--- config.mk ---
export PLATFORM = sky130hd
export DESIGN_NAME = steer_arbiter
export DESIGN_NICKNAME = d
export VERILOG_FILES = /design/src/rtl/steer_arbiter_pkg.sv /design/src/rtl/steer_arbiter_hold_timer.sv /design/src/rtl/steer_arbiter.sv
export SDC_FILE = /design/constraint.sdc
export NUM_CORES = 1
export LEC_CHECK = 0
export ABC_AREA = 1
export BUFFER_PORTS_ARGS = -buffer_cell sky130_fd_sc_hd__buf_2
export CORE_MARGIN = 5
export CORE_UTILIZATION = 45
export DETAILED_ROUTE_END_ITERATION = 6
export GPL_ROUTABILITY_DRIVEN = 0
export GPL_TIMING_DRIVEN = 0
export PLACE_DENSITY = 0.66
export RECOVER_POWER = 50
export SLEW_MARGIN = 0
export SYNTH_ARGS = -nofsm -noshare
export SYNTH_HDL_FRONTEND = slang
export SYNTH_SLANG_ARGS = --single-unit
--- constraint.sdc ---
create_clock -name clock -period 3.6 [get_ports clock]
set_input_delay 0.54 -clock clock [delete_from_list [all_inputs] [get_ports clock]]
set_output_delay 0.54 -clock clock [all_outputs]
set_load 0.05 [all_outputs]
--- src/rtl/steer_arbiter_pkg.sv ---
// Shared encodings for the steering arbiter: operating modes, step directions
// and the power-on servo position.
package steer_arbiter_pkg;

  typedef enum logic [1:0] {
    MODE_IDLE   = 2'b00,
    MODE_AUTO   = 2'b01,
    MODE_MANUAL = 2'b10
  } mode_t;

  localparam logic DIR_INC = 1'b0;
  localparam logic DIR_DEC = 1'b1;

  localparam logic [7:0] DEFAULT_POS_INIT = 8'd128;

endpackage

--- src/rtl/steer_arbiter_hold_timer.sv ---
// Manual lock-out down-counter: reload on any override, count down on request.
// 'expired' marks the final hold cycle so the mode flips exactly on time.
module hold_timer #(
  parameter logic [31:0] HOLD_CYCLES = 32'd27_000_000
) (
  input  logic clock,
  input  logic reset,
  input  logic load,
  input  logic dec,
  output logic expired
);

  logic [31:0] count;

  always_ff @(posedge clock) begin
    if (reset) begin
      count <= '0;
    end else if (load) begin
      count <= HOLD_CYCLES;
    end else if (dec && (count != '0)) begin
      count <= count - 32'd1;
    end
  end

  // A count of 1 being consumed this cycle means the hold ends on the next edge.
  assign expired = (count <= 32'd1);

endmodule

--- src/rtl/steer_arbiter.sv ---
// Arbitrates override and tracker steering requests into a single clamped
// servo position, emitted through a valid/ready handshake.
//
// state        | meaning
// MODE_IDLE    | tracking disabled, overrides still accepted
// MODE_AUTO    | tracker requests applied when the output slot is free
// MODE_MANUAL  | override hold-off; tracker requests dropped until the timer ends
module steer_arbiter
  import steer_arbiter_pkg::*;
#(
  parameter logic [31:0] HOLD_CYCLES  = 32'd27_000_000,
  parameter logic [7:0]  POS_INIT     = DEFAULT_POS_INIT,
  parameter logic [7:0]  POS_MIN      = 8'd0,
  parameter logic [7:0]  POS_MAX      = 8'd255,
  parameter logic [7:0]  TRK_MAX_STEP = 8'd4
) (
  input  logic       clock,
  input  logic       reset,
  input  logic       ovr_dir,
  input  logic [7:0] ovr_val,
  input  logic       ovr_done,
  input  logic       trk_dir,
  input  logic [7:0] trk_val,
  input  logic       trk_valid,
  input  logic       enable_auto,
  input  logic       pos_ready,
  output logic [7:0] pos,
  output logic       pos_valid,
  output logic [1:0] mode,
  output logic       trk_drop
);

  mode_t       mode_q;
  mode_t       mode_next;
  logic        pend_flag;
  logic        pend_dir;
  logic [7:0]  pend_val;

  logic        slot_free;
  logic        ovr_req;
  logic        ovr_have;
  logic        ovr_take;
  logic        trk_take;
  logic        upd;
  logic        step_dir;
  logic [7:0]  step_val;
  logic [7:0]  trk_step;
  logic signed [9:0] sum;
  logic [7:0]  pos_next;
  logic        timer_dec;
  logic        timer_expired;

  hold_timer #(.HOLD_CYCLES(HOLD_CYCLES)) u_hold_timer (
    .clock   (clock),
    .reset   (reset),
    .load    (ovr_done),
    .dec     (timer_dec),
    .expired (timer_expired)
  );

  // Request selection and clamped position arithmetic.
  always_comb begin
    slot_free = !pos_valid || pos_ready;
    ovr_req   = ovr_done && (ovr_val != 8'd0);
    ovr_have  = ovr_req || (!ovr_done && pend_flag);
    ovr_take  = ovr_have && slot_free;
    trk_take  = trk_valid && (mode_q == MODE_AUTO) && !ovr_done && slot_free;
    upd       = ovr_take || trk_take;
    trk_step  = (trk_val > TRK_MAX_STEP) ? TRK_MAX_STEP : trk_val;

    step_dir = trk_dir;
    step_val = trk_step;
    if (ovr_take) begin
      step_dir = ovr_req ? ovr_dir : pend_dir;
      step_val = ovr_req ? ovr_val : pend_val;
    end

    if (step_dir == DIR_DEC) begin
      sum = $signed({2'b00, pos}) - $signed({2'b00, step_val});
    end else begin
      sum = $signed({2'b00, pos}) + $signed({2'b00, step_val});
    end

    pos_next = sum[7:0];
    if (sum < $signed({2'b00, POS_MIN})) begin
      pos_next = POS_MIN;
    end else if (sum > $signed({2'b00, POS_MAX})) begin
      pos_next = POS_MAX;
    end
  end

  always_comb begin
    mode_next = mode_q;
    timer_dec = 1'b0;
    if (ovr_done) begin
      mode_next = MODE_MANUAL;
    end else begin
      case (mode_q)
        MODE_MANUAL: begin
          // The hold is frozen while an override is still waiting for the slot.
          if (!pend_flag) begin
            timer_dec = 1'b1;
            if (timer_expired) begin
              mode_next = enable_auto ? MODE_AUTO : MODE_IDLE;
            end
          end
        end
        MODE_AUTO: begin
          if (!enable_auto) mode_next = MODE_IDLE;
        end
        default: begin
          if (enable_auto) mode_next = MODE_AUTO;
        end
      endcase
    end
  end

  always_ff @(posedge clock) begin
    if (reset) begin
      mode_q    <= MODE_IDLE;
      pos       <= POS_INIT;
      pos_valid <= 1'b0;
      trk_drop  <= 1'b0;
      pend_flag <= 1'b0;
      pend_dir  <= DIR_INC;
      pend_val  <= 8'd0;
    end else begin
      mode_q   <= mode_next;
      trk_drop <= trk_valid && !trk_take;

      if (upd) begin
        pos       <= pos_next;
        pos_valid <= 1'b1;
      end else if (pos_ready) begin
        pos_valid <= 1'b0;
      end

      if (ovr_done) begin
        pend_flag <= ovr_req && !slot_free;
        pend_dir  <= ovr_dir;
        pend_val  <= ovr_val;
      end else if (slot_free) begin
        pend_flag <= 1'b0;
      end
    end
  end

  assign mode = mode_q;

endmodule

* Word level (Yosys, flattened, before mapping) *
Index checks and enable logic that the tools add are counted.

storage, ports and cells
  register bits after elaboration = 54
  word-level logic and storage cells = 75
  input port bits = 24
  output and inout bits = 12

cells by class
  multiplexer cells = 24
  eq/ne operators = 8
  $lt $le $gt $ge = 4
  reductions and logical operators = 26
  $add $sub $neg = 3

operator list
  operator                                                      count
  2-to-1 mux 25 bit                                             2
  2-to-1 mux 8 bit                                              5
  <= comparator 32 x 1 -> 1 bit (second input constant)         1
  nonzero test 32 bit                                           1
  subtractor 32 x 1 -> 32 bit (second input constant)           1
  > comparator 10 x 9 -> 1 bit (second input constant)          1
  less-than comparator 10 x 1 -> 1 bit (second input constant)  1
  2-to-1 mux 1 bit                                              10
  2-to-1 mux 10 bit                                             1
  2-to-1 mux 2 bit                                              5
  adder 8 x 8 -> 9 bit                                          1
  logical AND 1 bit                                             9
  != test 3 bit (second input constant)                         3
  subtractor 8 x 8 -> 9 bit                                     1
  > comparator 8 x 3 -> 1 bit (second input constant)           1
  AND reduction 4 bit                                           2
  nonzero test 8 bit                                            1
  != test 2 bit (second input constant)                         3
  nonzero test 2 bit                                            3
  logical NOT 1 bit                                             4
  one-hot mux 2 bit (2 select lines)                            1
  nonzero test 4 bit                                            1
  logical OR 1 bit                                              3
  nonzero test 3 bit                                            1
  3 further kinds                                               3

* Depth between registers and ports, before layout *
Gate-level depths: netlist of the first run.

  depth in word-level cells = 10
  gate-level depth with buffers = 22
  gate-level depth less buffers = 22

* Hierarchy *
A second synthesis of the first run with hierarchy kept.

unflattened totals
  cells, all modules = 740
  area total of the unflattened synthesis = 4470.5 µm²

by module, submodules not included
  module         sequential area each (µm²)  area each (µm²)  cells each  times used
  hold_timer     640.6                       2352.3           411         1
  steer_arbiter  440.4                       2118.3           329         1

* Worst setup path before layout of the first run *
Ideal clock, no wire load.

  path type = input -> register
  from = in ovr_val[2]
  to = reg pos[7]
  slack = 0.557 ns
  path buffers = 0
  stages on the path = 20
  setup time = 0.122 ns
  required time = 3.478 ns
  data arrival time = 2.921 ns
  cells stage by stage = nor2_1 > nand2_1 > o21ai_4 > clkinv_1 > nand2_1 > o21ai_0 > o21ai_0 > ha_1 > inv_1 > fa_1 > nand3_1 > nand2_1 > nand3_1 > nor2_1 > nor2_1 > nand3_1 > nand2_1 > inv_2 > nand3_1 > nand3_1

between the ends
  cells in the longest elaborated chain, start to end = 10
  elaborated cells between the ends (all ways) = 16
  those cells by class = add/sub (2); order compare (2); mux (7); reduce/logical (5)

ends and longest elaborated chain
  what                                                               RTL line                                  RTL
  start, declared                                                    steer_arbiter.sv:20                       input logic [7:0] ovr_val,
  nonzero test 8 bit                                                 steer_arbiter.sv:64                       ovr_req = ovr_done && (ovr_val != 8'd0);
  logical AND 1 bit                                                  steer_arbiter.sv:64
  logical OR 1 bit                                                   steer_arbiter.sv:65                       ovr_have = ovr_req || (!ovr_done && pend_flag);
  logical AND 1 bit                                                  steer_arbiter.sv:66                       ovr_take = ovr_have && slot_free;
  2-to-1 mux 8 bit                                                   steer_arbiter.sv:73                       if (ovr_take) begin
  adder 8 x 8 -> 9 bit or subtractor 8 x 8 -> 9 bit (tied branches)  steer_arbiter.sv:81, steer_arbiter.sv:79
  2-to-1 mux 10 bit                                                  steer_arbiter.sv:78                       if (step_dir == DIR_DEC) begin
  > comparator 10 x 9 -> 1 bit                                       steer_arbiter.sv:87                       end else if (sum > $signed({2'b00, POS_MAX})) begin
  2-to-1 mux 8 bit                                                   steer_arbiter.sv:87
  2-to-1 mux 8 bit                                                   steer_arbiter.sv:85                       if (sum < $signed({2'b00, POS_MIN})) begin
  end signal, assigned                                               steer_arbiter.sv:132                      pos <= pos_next;
  end, declared                                                      steer_arbiter.sv:27                       output logic [7:0] pos,

Several ways; a longest one is shown, not always the timed one.
A chain may end at the register's enable or synchronous reset.

* Worst setup path in the final report of the first run *
  from = in ovr_val[2]
  to = reg pos[6]

The elaborated chain is that of the path after synthesis.

==> impl_metrics.ini, run 1 <==
[power_and_ir_drop]
p_leak_nw = 2.06
max-vdd-ir-drop_v = 0.000155
power.density_mw_per_mm2 = 364

[timing]
setup_tns_ns = 0
setup_ws_ns = 0.358
period_minus_slack_ns = 3.24
finClkSkew_ns = 0.00661
fmax_mhz = 308
min_period_over_period_pct = 90.0
finalMaxSlewViolations = 0
tightestPinTransition_ns = 0.695
setup_viol = 0
rsz0062_at_grt = false
hold_violations = 0
slew_headroom_pct = 53.7

[synth]
yosys_warnings = 0
postSynthAreaPerCell_um2 = 6.45
synth.distinct_cells = 38
synth_edf_count = 0
netlist_instances = 619
synth_fa_ha_area_share_pct = 8.21
yosysSeqAreaShare_pct = 27.1
synth_top_family_by_area = simple AND/OR/NAND/NOR gates
async_flop_share_pct = 0
yosys.area_share.simple_pct = 38.6
syn_nets = 668
ys_ff_latch = 54
synth.area.mux_share_pct = 0.501
synth-compound-area-share_pct = 12.3
synth_xor_area_share_pct = 2.85
synth.cell_area_mm2 = 0.00399
ys.flop_type = dfxtp_1

[route]
ant_nets = 0
wirelength_mm = 9.94
avgRoutedWirePerCell_um = 12.9
firstDrtPassIters = 5
vias = 3984
route.detailed.drc = 0
drt-initial-drc-count = 223
viasPerCell = 5.18

[placed_design]
dp_slack_ns = -0.0888
place_inst = 762
io_buffers = 35
hpwl_mm = 8.04

[global_routing]
grt_max_degree = 16
grt_pass1_vias = 3624
globalRouteOverflowTotal = 0
grt_pass1_wl_mm = 16.6
grt_antenna_before_repair = 0
grt.total_usage_pct = 17.9

[clock_network]
cts_tree = built
hold_buffers = 0
cts_sinks = 54
cts_setup_buffers = 0
path_clk_slew_ns = 0.09
h-tree-depth = 2
cts_buffers = 5
cts_root_buf = clkbuf_8
cts_buffer_depth = 2
worst_skew_pair.late_latency_ns = 0.31
cts-resized-gates = 0

[setup_path]
critical_path_class = in2reg
cp-start-kind = input pin
endpoint_kind = flip-flop
crit_fanout = 10
required_ns = 3.78
r2r_slack_ns = 0.60
crit_top_cell = nand2_1
critPathMaxStageDelay_ns = 0.48
path_buf_inv = 3
cp_top_family = simple AND/OR/NAND/NOR gates
cp_slowest_cell = fa_1
cp_cell_sequence = buf_2 > nor2_1 > nand2_1 > o21ai_4 > clkinvlp_4 > nor2_1 > o21ai_0 > o21ai_1 > inv_1 > fa_1 > nand4_1 > nand3_1 > nand2_1 > nand2_1 > o21ai_0 > nand2_1 > nand2_1 > a21oi_1
arrival_ns = 3.42

[floorplanning]
dieArea_mm2 = 0.0109
die_x_um = 104
fp-row-count = 34
ios = 36
start_util_pct = 46.0
coreArea_mm2 = 0.00868
die_h_um = 104

[min_path]
hp-class = reg2reg

[finish]
diodes = 0
drive_gt1_share_pct = 9.08
nets = 710
syn_to_final_growth_pct = 7.83
final_common_cell = nand2_1
finalNonFillerCells = 769
final_cell_mix = 134 x nand2_1, 86 x inv_1, 83 x nor2_1

[run]
maxCapViolCount = 0

[status]
status = finished clean
-- final cells by class --
class                      count  area [µm²]
clock inverter                 2        10.0
tap                          108         135
buffer                        11        45.0
clock buffer                   5        68.8
fill                         925        4370
multi-input combinational    459        2440
timing repair buffer          35         158
inverter                      95         363
sequential                    54        1080
-- Yosys cell counts, types with 6 or more instances --
library cell	n	area share, %
nand2_1	131	12
inv_1	85	8.0
nor2_1	82	7.7
dfxtp_1	54	27
nand3_1	44	5.5
a21oi_1	39	4.9
o21ai_0	38	4.8
ha_1	23	7.2
nand4_1	17	2.7
nor3_1	12	1.5
xor2_1	10	2.2
nand3b_1	8	1.5
a31oi_1	7	1.1
inv_2	7	0.66
nand2_4	6	1.7
-- power breakdown --
group	leakage (nW)	internal, W	total, W	switching [W]
sequential	0.445	0.000635	0.000673	0.0000381
clock	0.0438	0.000131	0.000324	0.000192
combinational	1.57	0.000183	0.000571	0.000388
-- flip-flops by register name, summed over array words and instances, names as in the netlist --
name and flops:
pend_dir 1, mode 2, u_hold_timer.count 32, pend_flag 1
pos 8, pend_val 8, pos_valid 1, trk_drop 1
-- final timing paths --
check | startpoint | end | depth (start not counted)
worst max register to register | pos_valid | pos[7] | 19
worst min register to register | u_hold_timer.count[30] | u_hold_timer.count[30] | 2
worst min-delay path | u_hold_timer.count[30] | u_hold_timer.count[30] | 2
worst max-delay path | ovr_val[2] | pos[6] | 18
-- stage by stage --
stage | area, µm² | power, W | util, % | hold slack [ns]
floorplan | 3990 | 0.00113 | - | 0.444
global placement | 4300 | 0.00126 | 49.6 | 0.455
detailed placement | 4300 | 0.00127 | 49.6 | 0.456
CTS | 4380 | 0.00159 | 50.5 | 0.470
global route | 4310 | 0.00169 | 49.6 | 0.479
finish | 4310 | 0.00157 | 49.6 | 0.471
-- cell families after synthesis --
logic type | Yosys count
AND/OR/NAND/NOR | 326
buffers and inverters | 106
AO/OA/AOI/OAI | 93
flip-flops | 54
adder cells (fa/ha/maj) | 25
XOR/XNOR | 13
multiplexers | 2
-- tightest hold or removal path, stage by stage, from the launching register on --
cell     delay, ns
dfxtp_1       0.32
nand2_1       0.06
a21oi_1       0.05
-- layer usage --
layer  vias up  track usage [%]  part of all wire (%)
li1       2082                -                     -
met1      1825             22.5                    46
met2        63             32.1                    49
met3        14             2.30                   3.2
met4         0             4.26                   1.8
met5         -                0                     0
Note: power is estimated with default switching activity, not from simulation.
==> run 2: changes to the inputs <==
- CORE_ASPECT_RATIO: not set -> 1.25
==> run 2 against run 1 <==
Clock-buffer cell count unchanged; first-iteration DRC count decreased by 13%; via count about the same; maximum frequency decreased by 2.0%.
==> impl_metrics.ini, run 2 (synthesized netlist as in run 1, its figures left out) <==
[timing]
fmax_mhz = 302
slew_headroom_pct = 53.2
tightestPinTransition_ns = 0.702
min_period_over_period_pct = 91.9
setup_tns_ns = 0
period_minus_slack_ns = 3.31
setup_viol = 0
finalMaxSlewViolations = 0
rsz0062_at_grt = false
whs_ns = 0.471
finClkSkew_ns = 0.0195
hold_violations = 0

[clock_network]
worst_skew_pair.late_latency_ns = 0.32
cts_sinks = 54
cts_tree = built
h-tree-depth = 2
cts_buffer_depth = 2
cts_root_buf = clkbuf_8
cts_buffers = 5
path_clk_slew_ns = 0.10
cts_setup_buffers = 0

[setup_path]
arrival_ns = 3.47
critical_path_class = in2reg
cp_cell_sequence = buf_2 > nor2_1 > nand2_1 > o21ai_4 > clkinvlp_4 > nand2_1 > o21ai_0 > o21ai_1 > ha_1 > inv_1 > fa_1 > nand3_1 > nand2_1 > nand3_1 > nor2_1 > nor2_1 > nand3_1 > nand2_1 > inv_2 > nand2_1 > a21oi_1
required_ns = 3.77
crit_fanout = 10
r2r_slack_ns = 0.50
critPathMaxStageDelay_ns = 0.41
cp-start-kind = input pin
cp_slowest_cell = fa_1
crit_top_cell = nand2_1
endpoint_kind = flip-flop

[global_routing]
globalRouteOverflowTotal = 0
grt_max_degree = 18
grt_pass1_wl_mm = 17.3
grt_antenna_before_repair = 0
grt_pass1_vias = 3944
grt.total_usage_pct = 19.6

[route]
viasPerCell = 5.10
drt-initial-drc-count = 194
avgRoutedWirePerCell_um = 13.1
ant_nets = 0
wirelength_mm = 10.2
firstDrtPassIters = 5
route.detailed.drc = 0
vias = 3986

[power_and_ir_drop]
p_sw_w = 0.000639
swShare_pct = 36.8
p_clk_share_pct = 28.2
p_int_w = 0.00110
seq_power_share_pct = 38.7
power.density_mw_per_mm2 = 395
p_leak_nw = 2.11
max-vdd-ir-drop_v = 0.000193
combPwrFrac_pct = 33.1

[finish]
finalNonFillerCells = 782
final_common_cell = nand2_1
drive_gt1_share_pct = 9.67
largest_reg_flops = 32
nets = 710
diodes = 0
area.sequential_mm2 = 0.00108
regMostFlops = u_hold_timer.count
final_util_pct = 50.5
syn_to_final_growth_pct = 10.0
fillers = 921
multi_input_area_mm2 = 0.00246
reg_top3 = u_hold_timer.count (32), pend_val (8), pos (8)
final_cell_mix = 133 x nand2_1, 86 x inv_1, 83 x nor2_1

[floorplanning]
dieArea_mm2 = 0.0109
die_x_um = 94.3
ios = 36
coreArea_mm2 = 0.00870
start_util_pct = 45.9
fp-row-count = 38
die_h_um = 115

[placed_design]
io_buffers = 35
place_inst = 774
hpwl_mm = 8.24

[min_path]
hp-class = reg2reg

[status]
status = finished clean

[run]
maxCapViolCount = 0
[run 2: power groups by stage]
| stage | logic, W | clock network (W) | registers, W |
|---|---|---|---|
| 2_1_floorplan | 0.000395 | 0 | 0.000733 |
| 3_3_place_gp | 0.000574 | 0 | 0.000684 |
| 3_5_place_dp | 0.000583 | 0 | 0.000685 |
| 4_1_cts | 0.000585 | 0.000505 | 0.000672 |
| 5_1_grt | 0.000642 | 0.000528 | 0.000679 |
| 6_report | 0.000574 | 0.000490 | 0.000673 |
[run 2: routing by layer]
metal	wire length [µm]	up-vias	share of wire [%]	track usage, %
li1	-	2069	-	-
met3	401	22	3.9	2.49
met4	298	0	2.9	7.42
met1	4120	1797	40	21.4
met5	0	-	0	0
met2	5410	98	53	37.7
[run 2: area by class of cell]
type / count / area share [%]
buffer: 11 / 1.03
clock buffer: 5 / 1.57
clock inverter: 3 / 1.57
inverter: 95 / 8.26
multi-input combinational: 459 / 55.9
sequential: 54 / 24.6
tap: 120 / 3.42
timing repair buffer: 35 / 3.62
[run 2: timing repair]
item	CTS	global route
hold buffers	0	0
gates resized for setup	0	3
setup endpoints to repair	0	8
[run 2: path summary, 6_finish.rpt]
path                            cells past startpoint                    from                     end
worst min-delay path                                2  u_hold_timer.count[29]  u_hold_timer.count[29]
worst max register to register                     19               pos_valid                  pos[4]
worst min register to register                      2  u_hold_timer.count[29]  u_hold_timer.count[29]
worst max-delay path                               21              ovr_val[2]                  pos[4]
[run 2: per-stage QoR]
step	total power, W	setup WS, ns	cell area (µm²)
global placement	0.00126	-0.0595	4320
CTS	0.00176	0.194	4460
floorplan	0.00113	0.557	3990
detailed placement	0.00127	-0.130	4320
global route	0.00185	0.000524	4390
finish	0.00174	0.292	4390
[run 2: critical path: cells and delay by family]
kind | cells | cell delay, ns
compound gates | 4 | 0.64
fa+ha+maj | 2 | 0.62
buf+inv | 4 | 0.49
simple gates | 11 | 1.16
